==> src/rtl/led_color_sequencer.sv <==
// led_color_sequencer: plays four register-held colors as a repeating RGB LED pattern.
// Ports: WBs_CLK_i clock; WBs_RST_i sync active-high reset; enable_i run enable;
//        color0..3 step colors (bit2=R, bit1=G, bit0=B); duration0..3 step ticks (0 = skip);
//        led_r_o/led_g_o/led_b_o LED drives; step_o shown step; running_o high in RUN;
//        step_done_o step-complete pulse; wrap_o pulse when the sequence returns to a lower/equal step.
module led_color_sequencer #(
    parameter int PRESCALE = 12000,
    parameter int PS_WIDTH = 16
) (
    input  logic        WBs_CLK_i,
    input  logic        WBs_RST_i,
    input  logic        enable_i,
    input  logic [2:0]  color0,
    input  logic [2:0]  color1,
    input  logic [2:0]  color2,
    input  logic [2:0]  color3,
    input  logic [11:0] duration0,
    input  logic [11:0] duration1,
    input  logic [11:0] duration2,
    input  logic [11:0] duration3,
    output logic        led_r_o,
    output logic        led_g_o,
    output logic        led_b_o,
    output logic [1:0]  step_o,
    output logic        running_o,
    output logic        step_done_o,
    output logic        wrap_o
);
    typedef enum logic {IDLE, RUN} state_t;
    state_t                r_state, w_state_n;
    logic [1:0]            r_step, w_step_n;
    logic [2:0]            r_color, w_color_n;
    logic [11:0]           r_rem, w_rem_n;
    logic [PS_WIDTH-1:0]   r_ps, w_ps_n;
    logic                  r_done, w_done_n, r_wrap, w_wrap_n;
    logic [2:0]            w_col [4];
    logic [11:0]           w_dur [4];
    logic [3:0]            w_nz;
    logic [2:0]            w_first, w_next;
    logic                  w_tick, w_last;

    // Returns {found, index} of the first nonzero-duration step at or after start, modulo 4.
    function automatic logic [2:0] f_search(input logic [1:0] start, input logic [3:0] nz);
        logic [2:0] res;
        logic [1:0] idx;
        res = '0;
        for (int j = 3; j >= 0; j--) begin
            idx = start + 2'(j);
            if (nz[idx]) res = {1'b1, idx};
        end
        return res;
    endfunction

    assign w_col   = '{color0, color1, color2, color3};
    assign w_dur   = '{duration0, duration1, duration2, duration3};
    assign w_nz    = {|duration3, |duration2, |duration1, |duration0};
    assign w_first = f_search(2'd0, w_nz);
    assign w_next  = f_search(r_step + 2'd1, w_nz);
    assign w_tick  = r_ps == PS_WIDTH'(PRESCALE - 1);
    assign w_last  = w_tick && r_rem == 12'd1;

    always_comb begin
        w_state_n = r_state;
        w_step_n  = r_step;
        w_color_n = r_color;
        w_rem_n   = r_rem;
        w_ps_n    = r_ps;
        w_done_n  = 1'b0;
        w_wrap_n  = 1'b0;
        if (r_state == IDLE) begin
            if (enable_i && w_first[2]) begin
                w_state_n = RUN;
                w_step_n  = w_first[1:0];
                w_color_n = w_col[w_first[1:0]];
                w_rem_n   = w_dur[w_first[1:0]];
                w_ps_n    = '0;
            end
        end else if (!enable_i || (w_last && !w_next[2])) begin
            // Enable drop wins over a coinciding step end and emits no pulse.
            w_state_n = IDLE;
            w_step_n  = '0;
            w_color_n = '0;
            w_rem_n   = '0;
            w_ps_n    = '0;
            w_done_n  = enable_i;
        end else if (w_last) begin
            w_done_n  = 1'b1;
            w_wrap_n  = w_next[1:0] <= r_step;
            w_step_n  = w_next[1:0];
            w_color_n = w_col[w_next[1:0]];
            w_rem_n   = w_dur[w_next[1:0]];
            w_ps_n    = '0;
        end else begin
            w_ps_n    = w_tick ? '0 : r_ps + PS_WIDTH'(1);
            w_rem_n   = w_tick ? r_rem - 12'd1 : r_rem;
        end
    end

    always_ff @(posedge WBs_CLK_i) begin
        if (WBs_RST_i) begin
            r_state <= IDLE;
            r_step  <= '0;
            r_color <= '0;
            r_rem   <= '0;
            r_ps    <= '0;
            r_done  <= 1'b0;
            r_wrap  <= 1'b0;
        end else begin
            r_state <= w_state_n;
            r_step  <= w_step_n;
            r_color <= w_color_n;
            r_rem   <= w_rem_n;
            r_ps    <= w_ps_n;
            r_done  <= w_done_n;
            r_wrap  <= w_wrap_n;
        end
    end

    // r_color is cleared whenever RUN is left, so the LEDs are dark outside RUN.
    assign {led_r_o, led_g_o, led_b_o} = r_color;
    assign step_o      = r_step;
    assign running_o   = r_state == RUN;
    assign step_done_o = r_done;
    assign wrap_o      = r_wrap;
endmodule

==> config.mk <==
export PLATFORM = sky130hd
export DESIGN_NAME = led_color_sequencer
export DESIGN_NICKNAME = d
export VERILOG_FILES = /design/src/rtl/led_color_sequencer.sv
export SDC_FILE = /design/constraint.sdc
export NUM_CORES = 1
export LEC_CHECK = 0
export ABC_AREA = 0
export CORE_UTILIZATION = 27
export DETAILED_ROUTE_END_ITERATION = 7
export HOLD_SLACK_MARGIN = 0.02
export PLACE_DENSITY = 0.57
export SYNTH_ARGS = -nofsm -noshare
export SYNTH_HDL_FRONTEND = slang
export SYNTH_SLANG_ARGS = --single-unit
==> constraint.sdc <==
create_clock -name WBs_CLK_i -period 2.4 [get_ports WBs_CLK_i]
set_input_delay 0.36 -clock WBs_CLK_i [delete_from_list [all_inputs] [get_ports WBs_CLK_i]]
set_output_delay 0.36 -clock WBs_CLK_i [all_outputs]
set_load 0.005 [all_outputs]
==> metrics, run 1 <==
WL met2=roughly 6700 µm; initial detailed-routing violation count=around 480; critical path class=primary input to flip-flop; Worst-Skew Late Latency=between 0.2 and 0.3 ns; Clock H-tree levels=2; cts hold-fix bufs=0; ys async rst share=0%; final setup violation count=0; Pleak=2.305 nW; initial antenna violation count=0; core area=about 12000 µm²; Num CTS Buffers=5; Placed Area=between 5000 and 6000 µm²; post-synth cell types=62; setup slack after layout=roughly 0.027 ns; FP Rows=40; relative slew slack=between 60% and 70%; final core occ=47.94%; Final nets=about 690; power after layout=2.218 mW; worst vdd ir=a little under 300 µV; average size of a mapped cell=7.983 µm²; mapped cell area=roughly 3400 µm²; GR Util All Layers=21.47%; Worst Min Path Start=r_color[1]$_SDFFE_PP0P_; DR vias/cell=5.749; slowest stage cell, crit path=nor4_4; grt ovf=0; Pre-antenna DRT Iters=4; Clock Tree Buf Depth=2; Place WS=-0.5850 ns; CP dominant cell by count=buf_4; FMAX=around 420 MHz; Highest Signal Layer=met4; Reg clk slew, reported paths=approximately 0.060 ns; area grow syn2layout=71.45%; WP data arrival=roughly 2.6 ns; RR Startpoint=r_rem[8]$_SDFFE_PP0P_; DR WL met3=~1000 µm; io pins=roughly 70; YS warnings=0; Detail Placement HPWL=10280 µm; ANT cells=0; fin area=just under 6000 µm²; outcome=finished, final reports clean; DR vias=4530; fraction of layout cells with a size suffix above 1=between 30% and 40%; DRC violations left=0; Slew @ Worst Pin=between 0.4 and 0.5 ns; GPL Wtd Cong=a little over 0.9; fillers=~1200; Final period util=98.87%; setup TNS=0 ns; placed cell count=~750; Post-Syn Nets=494; Post-Route M1 WL=between 6000 and 7000 µm; number of global-route vias before repair=4263; Syn Inst Count=between 400 and 500; CP max stage delay=about 0.32 ns; crit end category=flip-flop; largest net degree at the start of global routing=33; Final min period=about 2.4 ns; Die Span Y=114.2 µm; Critical Path Source=duration0[0]; Worst Hold Slack=about 0.49 ns; WL per Instance=about 18 µm; most used flip-flop cell after synthesis=dfxtp_1; Final Max Slew Viols=0; post-synthesis sequential area ratio=between 20% and 30%; crit path buf inv count=5; Final Hold Viols=0; Starting Density=roughly 28%; drt total wl=14540 µm; Max-cap violations=0; pwr dens=about 380 nW/µm²; TritonCTS clock tree=built; Final ANT Viol Nets=0; first-pass GRT wire length=approximately 22000 µm; crit-path cells=clkdlybuf4s15_1 > nor4_4 > buf_4 > buf_4 > nand3_2 > a211oi_4 > buf_4 > clkbuf_16 > o31ai_1 > a32oi_1 > o21ai_1 > a211oi_1; input/output buffers=70; delay-heaviest family, CP=compound AO/OA/AOI/OAI gates; EDFF count, synth=0; Root Driver=clkbuf_16; Worst Clk Skew=roughly 0.011 ns; Layout Cells excl Fill=around 800; Critical Path Start Type=primary input; HP Class=flip-flop to flip-flop; Synth Register Bits=36; clock sink count=36; CP Max Fanout=12; Critical Path RT=about 2.6 ns; die area=13050 µm²; Die W=between 100 and 150 µm
## path summary, 6_finish.rpt
check	to	slack, ns	cells past startpoint
worst min-delay path	r_color[1]$_SDFFE_PP0P_	0.49	2
worst max register to register	r_rem[1]$_SDFFE_PP0P_	0.13	8
worst min register to register	r_color[1]$_SDFFE_PP0P_	0.49	2
worst max-delay path	r_rem[6]$_SDFFE_PP0P_	0.03	12
## power breakdown
part | leakage, nW | internal, mW | switching, mW | total (mW)
Clock | 0.0701 | 0.414 | 0.252 | 0.665
Sequential | 0.295 | 0.625 | 0.0306 | 0.656
Combinational | 1.94 | 0.459 | 0.438 | 0.897
Total | 2.30 | 1.50 | 0.720 | 2.22
## flip-flops by register name (all words and copies together), names as in the netlist
signal and cells:
r_ps 16, r_rem 12, r_color 3, step_o 2, running_o 1, step_done_o 1
wrap_o 1
## layout by cell type (no fill, tap or decap), types with 10 or more instances in the layout
cell	n
buf_4	124
nand3_1	17
dlygate4sd2_1	17
dfxtp_1	35
a211oi_1	14
nor3_1	11
a21oi_1	19
buf_6	11
nor2_1	36
clkdlybuf4s50_1	22
a32oi_1	14
a32oi_2	10
o31ai_1	22
clkbuf_2	23
a211o_1	12
nand2_1	21
## per-layer routing
metal  global-route usage (%)  vias to the layer above
li1                         -                     2116
met1                    28.99                     2189
met2                    34.95                      181
met3                    2.700                       44
met4                    7.879                        0
met5                        0                        -
## synthesized netlist by cell type, drive strengths merged, types with 2 or more instances
| master | instances | area, µm² |
|---|---|---|
| nor2 | 37 | 141.4 |
| dfxtp | 36 | 720.7 |
| a32oi | 24 | 210.2 |
| nand2 | 24 | 90.09 |
| o31ai | 24 | 180.2 |
| nand3 | 22 | 115.1 |
| a21oi | 21 | 108.9 |
| clkbuf | 21 | 78.83 |
| nor4 | 17 | 181.4 |
| a211oi | 15 | 125.1 |
| buf | 14 | 92.59 |
| o21ai | 14 | 70.06 |
| nor3 | 13 | 76.33 |
| a211o | 12 | 105.1 |
| o211ai | 12 | 105.1 |
| mux2i | 9 | 90.09 |
| nand4 | 9 | 56.30 |
| o22a | 9 | 78.83 |
| xor2 | 9 | 78.83 |
| a22oi | 7 | 52.55 |
| and3 | 7 | 43.79 |
| inv | 7 | 26.27 |
| mux2 | 6 | 67.56 |
| o22ai | 6 | 37.54 |
| a311oi | 5 | 43.79 |
| ha | 5 | 62.56 |
| xnor2 | 5 | 43.79 |
| a2bb2oi | 3 | 26.28 |
| a31oi | 3 | 18.77 |
| a21o | 2 | 15.01 |
| a221oi | 2 | 17.52 |
| and2 | 2 | 12.51 |
| nand3b | 2 | 15.01 |
| nor3b | 2 | 15.01 |
| o21bai | 2 | 18.77 |
| o221ai | 2 | 17.52 |
| or2 | 2 | 12.51 |
| or3 | 2 | 12.51 |
## cell type report
class | count | area, µm² | area share (%)
timing repair inverter | 1 | 7.507 | 0.1288
clock inverter | 1 | 7.507 | 0.1288
timing repair buffer | 220 | 1932 | 33.13
inverter | 7 | 28.78 | 0.4936
clock buffer | 7 | 142.6 | 2.446
sequential | 36 | 721.9 | 12.38
tap | 168 | 210.2 | 3.605
multi-input combinational | 348 | 2780 | 47.68
## worst register-to-register path, cell delays in order (launching register included)
cell and delay [ns]:
dfxtp_1 0.34, nor4_1 0.49, and4b_1 0.32, nand4_1 0.21, o21bai_1 0.27, buf_6 0.20, a21oi_1 0.06, o22ai_1 0.15
a221oi_1 0.10
## kinds of logic (layout without fill, tap and decap cells)
kind of cell / Yosys count / count (layout) / share of synthesized area (%)
buffers and inverters: 42 / 236 / 5.813
DFF: 36 / 36 / 21.19
xor gates and xnor gates: 14 / 14 / 3.606
adders and majority gates: 5 / 5 / 1.840
muxes: 15 / 15 / 4.636
AOI/OAI and AO/OA: 168 / 168 / 38.34
and+or+nand+nor: 146 / 146 / 24.58
## repair_timing
item / 4_1_cts / 5_1_grt
pin swaps: 39 / 34
cloned: 4 / 5
setup buffers: 6 / 15
endpoints found under the setup margin: 25 / 17
resized for setup: 84 / 79
Note: power is estimated with default switching activity, not from simulation.
==> run 2: changes to the inputs <==
Settings changed: PLACE_DENSITY 0.57 to 0.56, TNS_END_PERCENT set to 1.
Clock period 2.4 ns to 2.76 ns, I/O delays scaled along.
==> run 2 against run 1 <==
Against the previous run:
- flip-flop and latch count stayed put
- global-route usage is 1.3 points lower
- sequential power is 13% lower
- cell area is 8.6% lower
- die area stayed put
- power is 13% lower
- register-to-register slack better by 0.20 ns
- sequential share of layout area is 1.1 points higher
- non-clock buffer count is 47 lower
- largest power group unchanged
==> metrics, run 2 (synthesis results as in run 1) <==
setup slack after layout=0.08461 ns (was 0.02711 ns); Die Span Y=114.2 µm (unchanged); Worst Clk Skew=0.003766 ns (was 0.01143 ns); Starting Density=27.96% (unchanged); final core occ=43.82% (was 47.94%); grt ovf=0 (unchanged); Final min period=about 2.7 ns; FP Rows=40 (unchanged); slowest stage cell, crit path=clkdlybuf4s50_1 (was nor4_4); Final Max Slew Viols=0 (unchanged); RSZ-0062 raised after global routing=yes; Final Hold Viols=0 (unchanged); initial antenna violation count=0 (unchanged); Final ANT Viol Nets=0 (unchanged); Max-cap violations=0 (unchanged); pwr dens=362.8 nW/µm² (was 380.3 nW/µm²); WP data arrival=2.86 ns (was 2.57 ns); Die W=114.2 µm (unchanged); io pins=71 (unchanged); WL per Instance=17.53 µm (was 18.45 µm); commonest non-fill, non-tap cell in the layout=buf_4 (unchanged); critical path class=primary input to flip-flop (unchanged); initial detailed-routing violation count=357 (was 478); DR vias=4170 (was 4530); Critical Path Start Type=primary input (unchanged); Final nets=639 (was 687); DR vias/cell=5.635 (was 5.749); Pleak=1.984 nW (was 2.305 nW); outcome=finished, final reports clean (unchanged); flop-to-flop setup slack=0.33 ns (was 0.13 ns); FMAX=roughly 370 MHz; die area=13050 µm² (unchanged); Reg clk slew, reported paths=0.06 ns (about the same); area grow syn2layout=56.70% (was 71.45%); final setup violation count=0 (unchanged); Slew @ Worst Pin=0.6377 ns (was 0.4921 ns); Clock H-tree levels=2 (unchanged); max reg flops=16 (unchanged); worst vdd ir=219.4 µV (was 291.2 µV); number of global-route vias before repair=4089 (was 4263); drt total wl=12970 µm (was 14540 µm); TritonCTS clock tree=built (unchanged); commonest non-fill, non-tap cells in the layout=buf_4 (93), clkdlybuf4s50_1 (66), nor2_1 (36), dfxtp_1 (36), nand2_1 (24) (was buf_4 (124), nor2_1 (36), dfxtp_1 (35), clkbuf_2 (23)); biggest regs=r_ps: 16 flops, r_rem: 12 flops, r_color: 3 flops (unchanged); core area=12160 µm² (unchanged); Clock Tree Buf Depth=2 (unchanged); clock sink count=36 (unchanged); crit path buf inv count=3 (was 5); Worst Hold Slack=0.4802 ns (was 0.4918 ns); crit end category=flip-flop (unchanged); Detail Placement HPWL=9928 µm (was 10280 µm); Root Driver=clkbuf_16 (unchanged); Place WS=-0.3013 ns (was -0.5850 ns); largest net degree at the start of global routing=33 (unchanged); Num CTS Buffers=5 (unchanged); relative slew slack=57.25% (was 66.89%); input/output buffers=70 (unchanged); Critical Path RT=2.95 ns (was 2.59 ns); HP Class=flip-flop to flip-flop (unchanged); delay-heaviest family, CP=compound AO/OA/AOI/OAI gates (unchanged); most flop-heavy register=r_ps (unchanged); GPL Wtd Cong=0.9276 (was 0.9217); CP Max Fanout=25 (was 12); Final period util=96.93%; first-pass GRT wire length=20910 µm (was 22180 µm); Worst-Skew Late Latency=0.28 ns (about the same); fraction of layout cells with a size suffix above 1=28.50% (was 39.68%); CP max stage delay=0.50 ns (was 0.32 ns); crit-path cells=clkdlybuf4s50_1 > nor4_2 > nand3_1 > buf_4 > a211oi_4 > buf_12 > o31ai_1 > a32oi_2 > o22ai_1 > a221oi_1 (was clkdlybuf4s15_1 > nor4_4 > buf_4 > buf_4 > nand3_2 > a211oi_4 > buf_4 > clkbuf_16 > o31ai_1 > a32oi_1 > o21ai_1 > a211oi_1); Pre-antenna DRT Iters=5 (was 4); GR Util All Layers=20.15% (was 21.47%); DRC violations left=0 (unchanged); ANT cells=0 (unchanged)
run 2: cell count changes in the layout (fill, tap and decap cells not counted), sizes merged, moves of 5 or more:
cell / previous run / this run
dlygate4sd2: 17 / 0
clkdlybuf4s15: 5 / 0
clkbuf: 34 / 5
buf: 146 / 103
clkdlybuf4s50: 22 / 66
run 2: timing repair:
item,in CTS,in global routing
hold endpoints to repair,0,0
hold buffers,0,0
setup buffers,0,1
setup endpoints to repair,1,17
resized for setup,1,31
pin swaps,0,7
run 2: worst paths after layout:
check | start | endpoint | cells past startpoint
worst min-delay path | r_color[1]$_SDFFE_PP0P_ | r_color[1]$_SDFFE_PP0P_ | 2
worst max-delay path | duration2[1] | r_rem[0]$_SDFFE_PP0P_ | 10
worst min register to register | r_color[1]$_SDFFE_PP0P_ | r_color[1]$_SDFFE_PP0P_ | 2
worst max register to register | r_ps[13]$_SDFFE_PP0P_ | r_rem[6]$_SDFFE_PP0P_ | 7
run 2: worst min-delay path: cells and delay by family, from the launching register on:
kind,cells,cell delay [ns]
AO/OA/AOI/OAI,1,0.05
AND/OR/NAND/NOR,1,0.06
flip-flops,1,0.33
run 2: power breakdown:
group | internal [mW] | total (mW) | switching, mW
Sequential | 0.543 | 0.573 | 0.0295
Clock | 0.424 | 0.654 | 0.230
Combinational | 0.365 | 0.706 | 0.341
Total | 1.33 | 1.93 | 0.601
run 2: layer usage:
metal	global-route usage, %	share of wire (%)	routed length [µm]
met1	27.04	46	5944
met2	32.89	46	5956
met3	3.123	5.5	718
met4	6.667	2.7	352
met5	0	0	0
run 2: metrics by stage:
step / cells / setup TNS, ns / cell area [µm²] / total power [mW]
finish: 740 / 0 / 5329 / 1.933
global route: 740 / 0 / 5329 / 2.032
CTS: 739 / 0 / 5170 / 1.903
detailed placement: 731 / -5.099 / 4994 / 1.239
global placement: 731 / -3.844 / 4994 / 1.231
floorplan: 426 / 0 / 3401 / 0.9071
run 2: cell type report:
cell class	instances	area [µm²]
clock buffer	5	125.1
clock inverter	3	42.54
fill	1217	6833
inverter	7	28.78
multi-input combinational	348	2619
sequential	36	720.7
tap	168	210.2
timing repair buffer	173	1583
